### src/rtl/imem_preload_ctrl.sv
// Instruction-SRAM preload controller: streams a program image into SRAM, optionally reads it
// back against a running checksum, and holds the core in reset until the image is good.
module imem_preload_ctrl #(
  parameter int unsigned INST_W    = 32,
  parameter int unsigned ADDR_W    = 64,
  parameter int unsigned DEPTH     = 1024,
  parameter int unsigned CNT_W     = 16,
  parameter bit          VERIFY_EN = 1'b1
) (
  input  logic              clk,
  input  logic              reset,
  input  logic              start_load,
  input  logic [ADDR_W-1:0] base_addr,
  input  logic [CNT_W-1:0]  word_count,
  input  logic              verify_req,
  input  logic              s_valid,
  output logic              s_ready,
  input  logic [INST_W-1:0] s_data,
  output logic              inst_sram_wen,
  output logic [ADDR_W-1:0] inst_sram_waddr,
  output logic [INST_W-1:0] inst_sram_wdata,
  output logic [ADDR_W-1:0] inst_sram_raddr,
  input  logic [INST_W-1:0] inst_sram_rdata,
  output logic              inst_sram_en_toif,
  output logic              cpu_reset,
  output logic              busy,
  output logic              done,
  output logic              error,
  output logic [INST_W-1:0] checksum,
  output logic [CNT_W-1:0]  words_loaded
);

  localparam int unsigned AW1 = ADDR_W + 1;

  typedef enum logic [2:0] {
    StIdle,
    StLoad,
    StDrain,
    StVerify,
    StRun,
    StErr
  } state_e;

  state_e state_q, state_d;

  logic [ADDR_W-1:0] base_q;
  logic [CNT_W-1:0]  count_q;
  logic              verify_q;
  logic [CNT_W-1:0]  idx_q;
  logic              wen_q;
  logic [ADDR_W-1:0] waddr_q;
  logic [INST_W-1:0] wdata_q;
  logic [INST_W-1:0] checksum_q;
  logic [CNT_W-1:0]  words_loaded_q;

  logic [ADDR_W-1:0] raddr_q;
  logic [CNT_W-1:0]  rd_idx_q;
  logic              rd_done_q;
  logic              rvalid_q;
  logic              rlast_q;
  logic              cmp_q;
  logic [INST_W-1:0] vsum_q;

  logic [AW1-1:0]    end_addr;
  logic              cfg_bad;
  logic              start_accept;
  logic              accept;
  logic              load_last;
  logic              rd_issue;
  logic              rd_last;
  logic              verify_sel;

  // Bounds check is done one bit wider than the address so a huge base cannot wrap past it.
  assign end_addr     = {1'b0, base_addr} + AW1'(word_count);
  assign cfg_bad      = (word_count == '0) || (end_addr > AW1'(DEPTH));
  assign start_accept = start_load &&
                        ((state_q == StIdle) || (state_q == StRun) || (state_q == StErr));
  assign accept       = (state_q == StLoad) && s_valid;
  assign load_last    = (idx_q == count_q - CNT_W'(1));
  assign rd_issue     = (state_q == StVerify) && !rd_done_q;
  assign rd_last      = (rd_idx_q == count_q - CNT_W'(1));
  assign verify_sel   = VERIFY_EN && verify_q;

  always_ff @(posedge clk) begin
    if (!reset) begin
      state_q <= StIdle;
    end else begin
      state_q <= state_d;
    end
  end

  always_comb begin
    state_d           = state_q;
    s_ready           = 1'b0;
    inst_sram_en_toif = 1'b0;
    cpu_reset         = 1'b1;
    busy              = 1'b0;
    done              = 1'b0;
    error             = 1'b0;
    unique case (state_q)
      StIdle: begin
        if (start_accept) state_d = cfg_bad ? StErr : StLoad;
      end
      StLoad: begin
        s_ready = 1'b1;
        busy    = 1'b1;
        if (accept && load_last) state_d = StDrain;
      end
      StDrain: begin
        busy    = 1'b1;
        state_d = verify_sel ? StVerify : StRun;
      end
      StVerify: begin
        busy = 1'b1;
        if (cmp_q) state_d = (vsum_q == checksum_q) ? StRun : StErr;
      end
      StRun: begin
        inst_sram_en_toif = 1'b1;
        cpu_reset         = 1'b0;
        done              = 1'b1;
        if (start_accept) state_d = cfg_bad ? StErr : StLoad;
      end
      StErr: begin
        error = 1'b1;
        if (start_accept) state_d = cfg_bad ? StErr : StLoad;
      end
      default: state_d = StIdle;
    endcase
  end

  always_ff @(posedge clk) begin
    if (!reset) begin
      base_q         <= '0;
      count_q        <= '0;
      verify_q       <= 1'b0;
      idx_q          <= '0;
      wen_q          <= 1'b0;
      waddr_q        <= '0;
      wdata_q        <= '0;
      checksum_q     <= '0;
      words_loaded_q <= '0;
      raddr_q        <= '0;
      rd_idx_q       <= '0;
      rd_done_q      <= 1'b0;
      rvalid_q       <= 1'b0;
      rlast_q        <= 1'b0;
      cmp_q          <= 1'b0;
      vsum_q         <= '0;
    end else begin
      wen_q    <= 1'b0;
      rvalid_q <= 1'b0;
      rlast_q  <= 1'b0;
      cmp_q    <= rvalid_q && rlast_q;

      if (start_accept) begin
        base_q   <= base_addr;
        count_q  <= word_count;
        verify_q <= verify_req;
        idx_q    <= '0;
        if (!cfg_bad) begin
          checksum_q     <= '0;
          words_loaded_q <= '0;
        end
      end

      if (accept) begin
        wen_q          <= 1'b1;
        waddr_q        <= base_q + ADDR_W'(idx_q);
        wdata_q        <= s_data;
        checksum_q     <= checksum_q + s_data;
        words_loaded_q <= words_loaded_q + CNT_W'(1);
        idx_q          <= idx_q + CNT_W'(1);
      end

      if (state_q == StDrain) begin
        raddr_q   <= base_q;
        rd_idx_q  <= '0;
        rd_done_q <= 1'b0;
        vsum_q    <= '0;
      end

      // Read address leads the accumulated data by the SRAM's one-cycle latency.
      if (rd_issue) begin
        rvalid_q <= 1'b1;
        rlast_q  <= rd_last;
        if (rd_last) begin
          rd_done_q <= 1'b1;
        end else begin
          raddr_q  <= raddr_q + ADDR_W'(1);
          rd_idx_q <= rd_idx_q + CNT_W'(1);
        end
      end

      if (rvalid_q) vsum_q <= vsum_q + inst_sram_rdata;
    end
  end

  assign inst_sram_wen   = wen_q;
  assign inst_sram_waddr = waddr_q;
  assign inst_sram_wdata = wdata_q;
  assign inst_sram_raddr = raddr_q;
  assign checksum        = checksum_q;
  assign words_loaded    = words_loaded_q;

endmodule

### config.mk
export PLATFORM = sky130hd
export DESIGN_NAME = imem_preload_ctrl
export DESIGN_NICKNAME = d
export VERILOG_FILES = /design/src/rtl/imem_preload_ctrl.sv
export SDC_FILE = /design/constraint.sdc
export NUM_CORES = 1
export LEC_CHECK = 0
export ABC_CLOCK_PERIOD_IN_PS = 6620
export CAP_MARGIN = 20
export CELL_PAD_IN_SITES_DETAIL_PLACEMENT = 0
export CELL_PAD_IN_SITES_GLOBAL_PLACEMENT = 1
export CORE_ASPECT_RATIO = 1.25
export CORE_MARGIN = 3
export CORE_UTILIZATION = 43
export CTS_CLUSTER_SIZE = 14
export DETAILED_ROUTE_END_ITERATION = 6
export PLACE_DENSITY_LB_ADDON = 0.08
export SYNTH_ARGS = -nofsm -noshare
export SYNTH_HDL_FRONTEND = slang
export SYNTH_SLANG_ARGS = --single-unit
### constraint.sdc
create_clock -name clk -period 6.62 [get_ports clk]
set_input_delay 1.324 -clock clk [delete_from_list [all_inputs] [get_ports clk]]
set_output_delay 1.324 -clock clk [all_outputs]
set_load 0.05 [all_outputs]
# ---- After elaboration in Yosys (flattened, before gate mapping)
# Index checks and enable logic that the tools add are counted.
# Widths: inputs -> output; s select.
dict set report word_totals {
  register_bits 361
  latchBits 0
  mem_bits_rw 0
  romBits 0
  input_bits 149
  out_inout_bits 215
  wordCells 90
  mem_count 0
}
dict set report op_classes {
  n_addsub 9
  multipliers 0
  div 0
  n_lt_le_gt_ge 1
  eq_ne 12
  shift 0
  n_mux 33
  n_bitwise 0
  reduce_logical 18
}
# cell count
set op_table {}
lappend op_table {{$mux 64} 3}
lappend op_table {{$mux 32} 5}
lappend op_table {{$mux 16} 8}
lappend op_table {{$add 64x16->65} 1}
lappend op_table {{$gt 65x11->1 const B} 1}
lappend op_table {{$add 32x32->32} 2}
lappend op_table {{$add 64x1->64 const B} 1}
lappend op_table {{$add 64x16->64} 1}
lappend op_table {{$add 16x1->16 const B} 3}
lappend op_table {{$eq 16x16->1} 2}
lappend op_table {{$eq 32x32->1} 1}
lappend op_table {{$logic_not 16->1} 1}
lappend op_table {{$sub 16x1->16 const B} 1}
lappend op_table {{$mux 3} 5}
lappend op_table {{$pmux 3 s4} 1}
lappend op_table {{$mux 1} 11}
lappend op_table {{$eq 3x2->1 const B} 2}
lappend op_table {{$eq 3x3->1 const B} 2}
lappend op_table {{$ne 2x1->1 const B} 3}
lappend op_table {{$reduce_or 3->1} 2}
lappend op_table {{$logic_and 1x1->1} 5}
lappend op_table {{$reduce_and 2->1} 2}
lappend op_table {{$reduce_bool 2->1} 2}
lappend op_table {{$eq 3x1->1 const B} 1}
lappend op_table {{5 further kinds} 7}

# ---- Longest topological paths before layout
dict set report depth {
  depth_word 6
  depth_mapped 16
  mapped_depth_nobuf 14
}

# ---- Least setup slack after synthesis
# Ideal clock, no wire load.
dict set report synth_timing {
  path_kind {in2reg}
  startpoint {in base_addr[15]}
  endpoint {reg checksum_q[19], in the netlist checksum[19]}
  setup_ps 117
  arrival_ps 4523
  required_time_ps 6503
  setup_slack_ps 1980
  stages 15
  path_buffers 3
  cell_sequence {ha_1 -> clkbuf_1 -> and3_1 -> or4b_2 -> o22ai_1 -> a21oi_1 -> o31a_1 -> nor3_1 -> nand4_1 -> nor4_4 -> nand3_2 -> and2_4 -> buf_6 -> buf_8 -> a22o_1}
}
dict set report synth_between {
  elab_chain_len 5
}
# element line_no
set synth_lines {}
lappend synth_lines {{start: declaration} 13} ;# input logic [ADDR_W-1:0] base_addr,
lappend synth_lines {{$add 64x16->65} 74} ;# assign end_addr = {1'b0, base_addr} + AW1'(word_count);
lappend synth_lines {{$gt 65x11->1} 75} ;# assign cfg_bad = (word_count == '0) || (end_addr > AW1'(DEPTH));
lappend synth_lines {{$logic_or 1x1->1} 75}
lappend synth_lines {{$ne 2x1->1 (no line)} n/a}
lappend synth_lines {{$reduce_and 2->1 (no line)} n/a}
lappend synth_lines {{end signal: assignment} 170} ;# checksum_q <= checksum_q + s_data;
lappend synth_lines {{end: declaration} 53} ;# logic [INST_W-1:0] checksum_q;
# Every way passes these cells.
# A chain may end at the register's enable or synchronous reset.

# ---- Worst setup path in the final report
dict set report layout_timing {
  startpoint {in base_addr[24]}
  endpoint {reg words_loaded_q[4], in the netlist words_loaded[4]}
}
dict set report layout_between {
  elab_chain_len 5
}
# element line_no
set layout_lines {}
lappend layout_lines {{$add 64x16->65} 74}
lappend layout_lines {{$gt 65x11->1} 75}
lappend layout_lines {{$logic_or 1x1->1} 75}
lappend layout_lines {{$ne 2x1->1 (no line)} n/a}
lappend layout_lines {{$reduce_and 2->1 (no line)} n/a}
lappend layout_lines {{end signal: assignment} 171} ;# words_loaded_q <= words_loaded_q + CNT_W'(1);
lappend layout_lines {{end: declaration} 54} ;# logic [CNT_W-1:0] words_loaded_q;
# Every way passes these cells.

==> metrics <==
# Post-CTS Setup Buffers=0; commonest non-fill, non-tap cell in the layout=nand2_1; status=finished, final reports clean; placed insts=just under 4000; Synth Warn #=0; H-tree Lvls=2; family with the most delay on the worst path=simple AND/OR/NAND/NOR gates; Synth Net Count=around 3300; Vias=about 25000; Worst Setup Path Type=in2reg; ant diodes=0; Die Height=~260 um; max_slew headroom=roughly 29%; Worst Skew=approximately 0.028 ns; Final Cycle Share=80.7%; Post-Layout Cell Count=4032; Clock Tree Root=clkbuf_16; Psw=around 2000 uW; area grow syn2layout=23.6%; Starting Density=between 40% and 50%; Tmin final=about 5.3 ns; pin count of the biggest net entering global routing=134; number of flops mapped to enable cells by yosys=0; Power Dens Cells=between 200 and 250 nW/um2; total negative slack=0 ns; Hold Violations, Final=0; CP max stage delay=0.74 ns; Iter 0 DRT Violations=between 2000 and 2500; Synth cell types=approximately 90; ys flop type=dfxtp_1; DP Wirelength=~73000 um; commonest cells after routing, fill and taps aside=nand2_1, a21oi_1, clkdlybuf4s50_1; remaining global-route overflow=0; TritonCTS clock tree=built; CTS Hold Buffers Added=0; nets@finish=about 3600; Mapped Avg Cell Area=between 7 and 8 um2; GRT met2 Usage=53.5%; CTS sink cnt=roughly 360; Die X=213 um; fin. max-slew vios=0; boundary pin count=approximately 360; FFs w/ async S/R, synth=0%; DR pass1 iterations=6; Clock Latency Late Sink=around 0.57 ns; RSZ-0062 raised after global routing=false; register area share after synthesis=roughly a third; Vias/cell=~6; Final GP Congestion=around 0.98; GRT busiest layer=met2; first-pass GRT wire length=142000 um; row cnt=94; max cap viols=0; # fillers=~5100; CTS resizes=0; Core ar.=between 50000 and 60000 um2; sequential share of power=just under 40%; routed wire length=about 95000 um; Max Freq=0.187 GHz; Mapped Area=23000 um2; crit path cell chain=clkdlybuf4s50_1 -> and4_1 -> nand4_1 -> or2_2 -> or4_4 -> a221oi_2 -> o311ai_0 -> or4b_1 -> nor4_4 -> nand3_2 -> nand2_1 -> a31oi_1; Max Buffers Root-to-Sink=3; CP max FO=13; final setup fails=0; worst path arrival time=a little under 6 ns; input/output buffers=roughly 360; synthesized instance count=3070; Num CTS Buffers=40; met1 usage=roughly two fifths; Clk pwr share=38.8%; Crit path buffers/inverters=1; Avg WL per Cell=23.7 um; Internal=4220 uW; Total GRT Usage=about a third; Worst Tran Pin Value=1.07 ns; M3 GR Usage=5.80%; Worst EP required=between 7 and 8 ns; peak supply drop=0.218 mV; Worst setup EP type=flop; Logic pwr share=roughly 22%; die area=~56000 um2; # DRC=0; Seq cells post-synth=about 360; post-route antenna net violation count=0; Worst setup SP type=input pin; vias in the first global route=between 20000 and 25000; Hold WC Path Type=reg2reg; cell with the largest stage delay on the worst path=clkdlybuf4s50_1; layout cells sized above 1=4.46%; initial antenna violation count=0; CTS clk-pin slew, worst paths=0.06 ns; leakage=approximately 0.011 uW; Sw Ratio=between 30% and 40%
-- sequential cells by signal, indices dropped and copies added, names as in the netlist, 16 cells and up --
| signal | count |
|---|---|
| base_q | 64 |
| inst_sram_raddr | 64 |
| inst_sram_waddr | 64 |
| checksum | 32 |
| inst_sram_wdata | 32 |
| vsum_q | 32 |
| count_q | 16 |
| idx_q | 16 |
| rd_idx_q | 16 |
| words_loaded | 16 |
-- logic make-up (layout without fill, tap and decap cells) --
family / Yosys count / count (layout) / share of synthesized area [%]
flops: 361 / 361 / 31.4
mux: 13 / 13 / 0.576
xor+xnor: 207 / 207 / 8.48
compound gates: 891 / 891 / 23.3
simple gates: 1263 / 1263 / 26.4
fa+ha+maj: 103 / 103 / 5.73
buf+inv: 232 / 522 / 4.07
-- through the flow --
| step | power [uW] | hold slack (ns) | area [um2] | worst slack [ns] | utilization (%) |
|---|---|---|---|---|---|
| after floorplan | 3300 | 0.423 | 23000 | 1.98 | - |
| after global placement | 3820 | 0.437 | 27000 | 0.765 | 51.2 |
| after detailed placement | 3830 | 0.447 | 27000 | 0.741 | 51.2 |
| after CTS | 6240 | 0.454 | 28400 | 1.34 | 53.9 |
| after global routing | 6460 | 0.473 | 28400 | 0.955 | 53.9 |
| final | 6220 | 0.452 | 28400 | 1.28 | 53.9 |
-- area by class of cell --
type	instances	area, um2	area share [%]
Clock buffer	56	1180	4.16
Clock inverter	16	229	0.805
Inverter	53	206	0.726
Multi-Input combinational cell	2477	14900	52.3
Sequential cell	361	7230	25.4
Tap cell	672	841	2.96
Timing Repair Buffer	397	3880	13.7
-- routing by layer --
layer,wire [um],vias up
met5,0,-
met4,6100,0
met3,6830,233
met2,44300,994
met1,38100,11744
li1,-,11609
-- Yosys cell counts (all sizes together), types with 20 or more instances --
library cell	number	area, um2
a31oi	38	238
and2	26	165
clkbuf	158	596
nand2	455	1710
a21o	48	360
inv	52	195
or2	22	138
a22o	26	228
nand3	119	606
o21ai	191	956
xor2	110	963
buf	21	141
or3	27	169
a21oi	394	1970
nor2b	24	150
nor4	49	322
xnor2	87	762
dfxtp	361	7230
and3	55	344
a211oi	29	218
nor2	250	938
ha	99	1240
o211ai	20	150
nand4	72	450
nor3	74	370
-- worst reg2reg max path, cell delays in order (launching register included) --
cell and delay [ns]:
dfxtp_1 0.40, or4_1 0.63, nor3_1 0.45, nor3b_1 0.40
xnor3_1 0.20, nand4b_1 0.30, o21bai_4 0.26, buf_4 0.52
nand2_1 0.56, buf_4 0.41, o21ai_0 0.11, a222oi_1 0.10
nor2_1 0.12
-- final timing paths --
check,from,end,slack [ns],cells after the start
max,base_addr[24],words_loaded[4],1.28,12
min,inst_sram_waddr[15],inst_sram_waddr[15],0.45,2
max reg2reg,count_q[8],inst_sram_raddr[3],2.10,12
min reg2reg,inst_sram_waddr[15],inst_sram_waddr[15],0.45,2
-- power groups by stage --
stage / combinational [uW] / clock, uW / sequential [uW]
after floorplan: 712 / 0 / 2590
after global placement: 1360 / 0 / 2470
after detailed placement: 1360 / 0 / 2470
after CTS: 1370 / 2450 / 2420
after global routing: 1480 / 2540 / 2430
final: 1380 / 2420 / 2420
Power figures use the tool's default switching activity.
